**src/rtl/vga_sync_receiver.sv**
```systemverilog
// vga_sync_receiver
//   Recovers frame timing from a VGA sync stream sampled on a pixel strobe,
//   locks once the measured line/frame lengths match the configured timing,
//   and emits the captured active-area pixels with their coordinates.
//
// Ports
//   CLOCK_50            in   system clock, rising edge
//   RESET               in   synchronous active-high reset
//   PIX_EN              in   pixel strobe; VGA inputs sampled only when high
//   VGA_HS, VGA_VS      in   active-low syncs
//   VGA_BLANK_N         in   high inside the active area
//   VGA_R/G/B [7:0]     in   pixel colour
//   PIX_X/Y   [9:0]     out  coordinates of the captured pixel
//   PIX_R/G/B [7:0]     out  captured colour
//   PIX_VALID           out  one-cycle qualifier for PIX_X/Y/R/G/B
//   LOCKED              out  timing matches the parameters
//   FRAME_START         out  one-cycle pulse per good frame while locked
//   SYNC_ERR            out  one-cycle pulse on a timing violation
//   FRAME_COUNT [15:0]  out  locked frames received (wrapping)
module vga_sync_receiver #(
    parameter int H_TOTAL     = 800,
    parameter int V_TOTAL     = 525,
    parameter int LOCK_FRAMES = 2,
    parameter int H_TIMEOUT   = 1600
) (
    input  logic        CLOCK_50,
    input  logic        RESET,
    input  logic        PIX_EN,
    input  logic        VGA_HS,
    input  logic        VGA_VS,
    input  logic        VGA_BLANK_N,
    input  logic [7:0]  VGA_R,
    input  logic [7:0]  VGA_G,
    input  logic [7:0]  VGA_B,
    output logic [9:0]  PIX_X,
    output logic [9:0]  PIX_Y,
    output logic [7:0]  PIX_R,
    output logic [7:0]  PIX_G,
    output logic [7:0]  PIX_B,
    output logic        PIX_VALID,
    output logic        LOCKED,
    output logic        FRAME_START,
    output logic        SYNC_ERR,
    output logic [15:0] FRAME_COUNT
);

    localparam int              HW       = $clog2(H_TIMEOUT + 1);
    localparam logic [HW-1:0]   H_LAST   = HW'(H_TOTAL - 1);
    localparam logic [HW-1:0]   H_PRE_TO = HW'(H_TIMEOUT - 1);
    localparam logic [HW-1:0]   H_SAT    = HW'(H_TIMEOUT);
    localparam logic [15:0]     V_LINES  = 16'(V_TOTAL);
    localparam logic [3:0]      LOCK_N   = 4'(LOCK_FRAMES);

    typedef enum logic [1:0] {ST_SEARCH, ST_TRACK, ST_LOCKED} state_t;

    state_t        state_q, state_d;
    logic          hs_prev_q, vs_prev_q;
    logic [HW-1:0] h_cnt_q, h_cnt_d;
    logic [15:0]   line_cnt_q, line_cnt_d, line_inc;
    logic [3:0]    good_q, good_d;
    logic [9:0]    x_cnt_q, x_cnt_d, y_cnt_q, y_cnt_d;
    logic          line_act_q, line_act_d, frame_act_q, frame_act_d;
    logic [15:0]   fcnt_q, fcnt_d;
    logic          hs_fall, vs_fall, err, start_d, valid_d;
    logic          start_q, err_q, valid_q;
    logic [9:0]    pix_x_q, pix_y_q;
    logic [7:0]    pix_r_q, pix_g_q, pix_b_q;

    function automatic logic [9:0] sat_inc(input logic [9:0] v);
        return (v == 10'h3FF) ? v : v + 10'd1;
    endfunction

    // Edge detection and timing checks for the current sample.
    always_comb begin
        hs_fall  = PIX_EN & ~VGA_HS & hs_prev_q;
        vs_fall  = PIX_EN & ~VGA_VS & vs_prev_q;
        // Line count as seen by the frame check includes this sample's HS edge.
        line_inc = (hs_fall && line_cnt_q != 16'hFFFF) ? line_cnt_q + 16'd1 : line_cnt_q;
        // Timeout fires only on the sample that reaches the limit, so a stuck
        // HS raises exactly one error.
        err      = (state_q != ST_SEARCH) &&
                   ((hs_fall && h_cnt_q != H_LAST) ||
                    (PIX_EN && !hs_fall && h_cnt_q == H_PRE_TO) ||
                    (vs_fall && line_inc != V_LINES));
    end

    always_comb begin
        state_d = state_q;
        good_d  = good_q;
        start_d = 1'b0;
        fcnt_d  = fcnt_q;
        if (err) begin
            state_d = ST_SEARCH;
            good_d  = '0;
        end else if (vs_fall) begin
            unique case (state_q)
                ST_SEARCH: begin
                    state_d = ST_TRACK;
                    good_d  = '0;
                end
                ST_TRACK: begin
                    good_d = good_q + 4'd1;
                    if (good_q + 4'd1 >= LOCK_N) begin
                        state_d = ST_LOCKED;
                        start_d = 1'b1;
                        fcnt_d  = fcnt_q + 16'd1;
                    end
                end
                ST_LOCKED: begin
                    start_d = 1'b1;
                    fcnt_d  = fcnt_q + 16'd1;
                end
                default: state_d = ST_SEARCH;
            endcase
        end
    end

    // Counters and active-pixel coordinate tracking.
    always_comb begin
        h_cnt_d     = h_cnt_q;
        line_cnt_d  = line_cnt_q;
        x_cnt_d     = x_cnt_q;
        y_cnt_d     = y_cnt_q;
        line_act_d  = line_act_q;
        frame_act_d = frame_act_q;
        valid_d     = 1'b0;
        if (PIX_EN) begin
            h_cnt_d     = hs_fall ? '0 : ((h_cnt_q == H_SAT) ? h_cnt_q : h_cnt_q + HW'(1));
            line_cnt_d  = vs_fall ? '0 : line_inc;
            // An edge on this sample starts a new line/frame before the pixel is placed.
            line_act_d  = line_act_q & ~hs_fall;
            frame_act_d = frame_act_q & ~vs_fall;
            if (VGA_BLANK_N) begin
                if (line_act_d) begin
                    x_cnt_d = sat_inc(x_cnt_q);
                end else begin
                    x_cnt_d = '0;
                    y_cnt_d = frame_act_d ? sat_inc(y_cnt_q) : '0;
                end
                line_act_d  = 1'b1;
                frame_act_d = 1'b1;
                valid_d     = (state_q == ST_LOCKED);
            end
        end
    end

    always_ff @(posedge CLOCK_50) begin
        if (RESET) begin
            state_q <= ST_SEARCH;
        end else begin
            state_q <= state_d;
        end
    end

    always_ff @(posedge CLOCK_50) begin
        if (RESET) begin
            hs_prev_q   <= 1'b1;
            vs_prev_q   <= 1'b1;
            h_cnt_q     <= '0;
            line_cnt_q  <= '0;
            good_q      <= '0;
            x_cnt_q     <= '0;
            y_cnt_q     <= '0;
            line_act_q  <= 1'b0;
            frame_act_q <= 1'b0;
            fcnt_q      <= '0;
            start_q     <= 1'b0;
            err_q       <= 1'b0;
            valid_q     <= 1'b0;
            pix_x_q     <= '0;
            pix_y_q     <= '0;
            pix_r_q     <= '0;
            pix_g_q     <= '0;
            pix_b_q     <= '0;
        end else begin
            if (PIX_EN) begin
                hs_prev_q <= VGA_HS;
                vs_prev_q <= VGA_VS;
            end
            h_cnt_q     <= h_cnt_d;
            line_cnt_q  <= line_cnt_d;
            good_q      <= good_d;
            x_cnt_q     <= x_cnt_d;
            y_cnt_q     <= y_cnt_d;
            line_act_q  <= line_act_d;
            frame_act_q <= frame_act_d;
            fcnt_q      <= fcnt_d;
            start_q     <= start_d;
            err_q       <= err;
            valid_q     <= valid_d;
            if (valid_d) begin
                pix_x_q <= x_cnt_d;
                pix_y_q <= y_cnt_d;
                pix_r_q <= VGA_R;
                pix_g_q <= VGA_G;
                pix_b_q <= VGA_B;
            end
        end
    end

    assign LOCKED      = (state_q == ST_LOCKED);
    assign FRAME_START = start_q;
    assign SYNC_ERR    = err_q;
    assign FRAME_COUNT = fcnt_q;
    assign PIX_VALID   = valid_q;
    assign PIX_X       = pix_x_q;
    assign PIX_Y       = pix_y_q;
    assign PIX_R       = pix_r_q;
    assign PIX_G       = pix_g_q;
    assign PIX_B       = pix_b_q;

endmodule

```
**config.mk**
```make
export PLATFORM = sky130hd
export DESIGN_NAME = vga_sync_receiver
export DESIGN_NICKNAME = d
export VERILOG_FILES = /design/src/rtl/vga_sync_receiver.sv
export SDC_FILE = /design/constraint.sdc
export NUM_CORES = 1
export LEC_CHECK = 0
export CAP_MARGIN = 5
export CORE_MARGIN = 2
export CORE_UTILIZATION = 40
export DETAILED_ROUTE_END_ITERATION = 8
export PLACE_DENSITY = 0.63
export SYNTH_ARGS = -nofsm -noshare
export SYNTH_HDL_FRONTEND = slang
export SYNTH_SLANG_ARGS = --single-unit
```
**constraint.sdc**
```tcl
create_clock -name CLOCK_50 -period 6.31 [get_ports CLOCK_50]
set_input_delay 1.262 -clock CLOCK_50 [delete_from_list [all_inputs] [get_ports CLOCK_50]]
set_output_delay 1.262 -clock CLOCK_50 [all_outputs]
set_load 0.1 [all_outputs]
```
==> flow_metrics.py <==
metrics = {
    "floorplan": {
        "die_x_um": 123.2,
        "core_area_mm2": 0.01388,
        "dieHeight_um": 123.2,
        "initial_utilization_pct": 40.98,
        "dieArea_mm2": 0.01519,
        "rows": 43,
        "num_io_pins": 94,
    },
    "yosys": {
        "post-synth-top-count-cell": "dfxtp_1",
        "yosys_register_bits": 120,
        "ys_types": 62,
        "yosysTopAreaCell": "dfxtp_1",
        "async_reset_ff_share_pct": 0,
        "synthFlopType": "dfxtp_1",
        "syn_inst": 702,
        "syn-num-nets": 743,
        "yosysSeqAreaShare_pct": 42.23,
        "ys_warn_count": 0,
        "postSynthAreaPerCell_um2": 8.103,
        "synth.top_cell.area_share_pct": 42.23,
        "synth.area.top_cells": "dfxtp_1, a21oi_1, nand2_1, nor2_1, ha_1",
        "synthesis.area_mm2": 0.005688,
        "ys_top_cells_by_count": "dfxtp_1, nand2_1, a21oi_1",
        "synth_edf_count": 0,
    },
    "placed_design": {
        "hpwl_mm": 9.501,
        "io_buffers": 93,
        "placed_area_mm2": 0.006705,
        "gp_congestion": 0.8920,
    },
    "critical_path": {
        "cp_top_family": "simple AND/OR/NAND/NOR gates",
        "reg2reg_to": "FRAME_COUNT[10]",
        "crit_start": "PIX_EN",
        "crit_top_cell": "a21oi_1",
        "max_stage_delay_ns": 0.90,
        "end_kind": "flop",
        "timing.rr.start": "line_cnt_q[0]",
        "cp.required_ns": 6.65,
        "cp_cell_sequence": "clkdlybuf4s50_1 > nand3b_1 > nor4_1 > and3_1 > a31oi_1 > a21oi_1 > a31oi_2 > or4_1 > a21oi_1",
        "rrSetupSlack_ns": 2.89,
        "critPathBufInv": 1,
        "critical_path_class": "input pin to flop",
        "path_max_fanout": 23,
        "ff2ff_path_depth": 9,
        "critPathLaunchType": "input pin",
        "critPathSlowestCell": "clkdlybuf4s50_1",
        "critPathArrivalTime_ns": 4.79,
    },
    "pwr": {
        "total_power_mw": 1.767,
        "cellPowerDensity_mw_per_mm2": 243.5,
        "vdd_drop_max_uv": 197.8,
        "p_leak_nw": 2.486,
    },
    "run": {
        "max-cap-violations": 0,
    },
    "layout": {
        "fill_cells": 1306,
        "regArea_mm2": 0.002402,
        "area_growth_pct": 27.61,
        "antenna_cells": 0,
        "multi_input_area_mm2": 0.003043,
        "drive_gt1_share_pct": 6.171,
        "design_area_mm2": 0.007258,
        "fin_nets": 822,
        "post-route-util_pct": 52.29,
    },
    "timing": {
        "hold_viol_final": 0,
        "fin_skew_ns": 0.007008,
        "min_period_ns": 4.456,
        "worst_pin_slew_ns": 1.117,
        "fin_setup_tns_ns": 0,
        "grt_setup_unrepaired": "false",
        "slew_headroom_pct": 25.54,
        "setup_viol": 0,
        "fin_crit_sh_pct": 70.62,
        "final_max_slew_viol_count": 0,
        "clock.fmax_mhz": 224.4,
    },
    "route": {
        "drc": 0,
        "wirelength_mm": 13.79,
        "viasPerCell": 5.398,
        "wl_per_cell_um": 14.16,
        "drtIter0Drc": 299,
        "drt-pass1-iter-count": 5,
        "via_count": 5258,
        "ant_nets": 0,
    },
    "cts": {
        "cts_made_buffers": 17,
        "cts_tree": "yes",
        "numClockSinks": 120,
        "ctsRootBufferMaster": "clkbuf_16",
        "post_cts_resized": 0,
        "post-cts-setup-buffers": 0,
        "cts.path.max_buffers": 2,
        "cts_max_level": 4,
        "cts_hold_buf": 0,
        "cts.clk_slew.worst_paths_ns": 0.05,
        "clk-insertion-delay-late_ns": 0.42,
    },
    "grt": {
        "overflow": 0,
        "grt_pass1_vias": 4910,
        "grtUsageTotal_pct": 18.96,
        "grt_max_degree": 89,
        "antenna_found_initial": 0,
        "grt_first_pass_wirelength_mm": 22.80,
    },
    "worst_hold_path": {
        "hp-start": "PIX_R[0]",
        "hp-class": "flop to flop",
        "holdPathEnd": "PIX_R[0]",
        "hold_depth": 2,
    },
    "outcome": {
        "outcome": "complete, no violations",
    },
}
==> metal layers <==
metal  routed length, µm  GRT usage, %
met1                6319         23.81
met2                6246         29.50
met3                1010         7.472
met4                 216         6.747
met5                   0             0
==> worst min-delay path, cell delays in order (launching register included) <==
cell and delay [ns]:
dfxtp_1 0.30, nand2_1 0.05, a21oi_1 0.05
==> worst max-delay path by stage <==
| stage | slack (ns) | end | cells after the start |
|---|---|---|---|
| 2_1_floorplan | 2.94 | FRAME_COUNT[6] | 11 |
| 3_3_place_gp | 1.56 | FRAME_COUNT[9] | 9 |
| 3_5_place_dp | 1.46 | FRAME_COUNT[9] | 9 |
| 4_1_cts | 1.89 | FRAME_COUNT[9] | 9 |
| 5_1_grt | 1.49 | FRAME_COUNT[9] | 9 |
| 6_report | 1.85 | FRAME_COUNT[10] | 9 |
==> cell type report <==
type / instances / area share, %
clock buffers: 24 / 6.637
clock inverters: 8 / 0.9826
inverters: 23 / 1.189
multi-input cells: 523 / 41.92
flip-flops and latches: 120 / 33.10
well taps: 180 / 3.103
repair buffers: 96 / 13.07
==> layout by cell type, fill, tap and decap left out, types with 11 or more instances in the layout <==
master	count
dfxtp_1	120
nand2_1	104
clkdlybuf4s50_1	92
a21oi_1	87
nor2_1	61
nor3_1	26
nand3_1	25
o21ai_0	24
inv_1	23
or3_1	19
clkbuf_16	17
nand4_1	16
xor2_1	15
nor2b_1	13
xnor2_1	12
and3_1	12
ha_1	11
==> sequential cells by signal, summed over array words and instances (netlist names), 4 cells and up <==
register,count
x_cnt_q,10
y_cnt_q,10
PIX_R,8
PIX_G,8
good_q,4
FRAME_COUNT,16
PIX_Y,10
PIX_X,10
PIX_B,8
h_cnt_q,11
line_cnt_q,16
==> cells by family (layout without fill, tap and decap cells) <==
logic type	Yosys count	after routing	share of synthesized area, %
simple gates	332	332	30.55
compound gates	145	145	14.85
flops	120	120	42.23
buf+inv	59	151	4.355
xor+xnor	27	27	4.158
fa+ha+maj	11	11	2.420
mux	8	8	1.430
==> power by group <==
group          leakage, nW  switching, mW  internal, mW  total [mW]
Combinational         1.24         0.0595        0.0351      0.0946
Clock                0.274          0.334         0.569       0.903
Sequential           0.968        0.00559         0.765       0.770
Total                 2.49          0.399          1.37        1.77
==> metrics by stage <==
stage | hold WS, ns | cells | setup slack [ns]
after floorplan | 0.4616 | 702 | 2.944
final | 0.4521 | 974 | 1.854
after global placement | 0.4414 | 942 | 1.565
after CTS | 0.4537 | 974 | 1.890
after global routing | 0.4714 | 974 | 1.494
after detailed placement | 0.4488 | 942 | 1.458
Power figures use the tool's default switching activity.
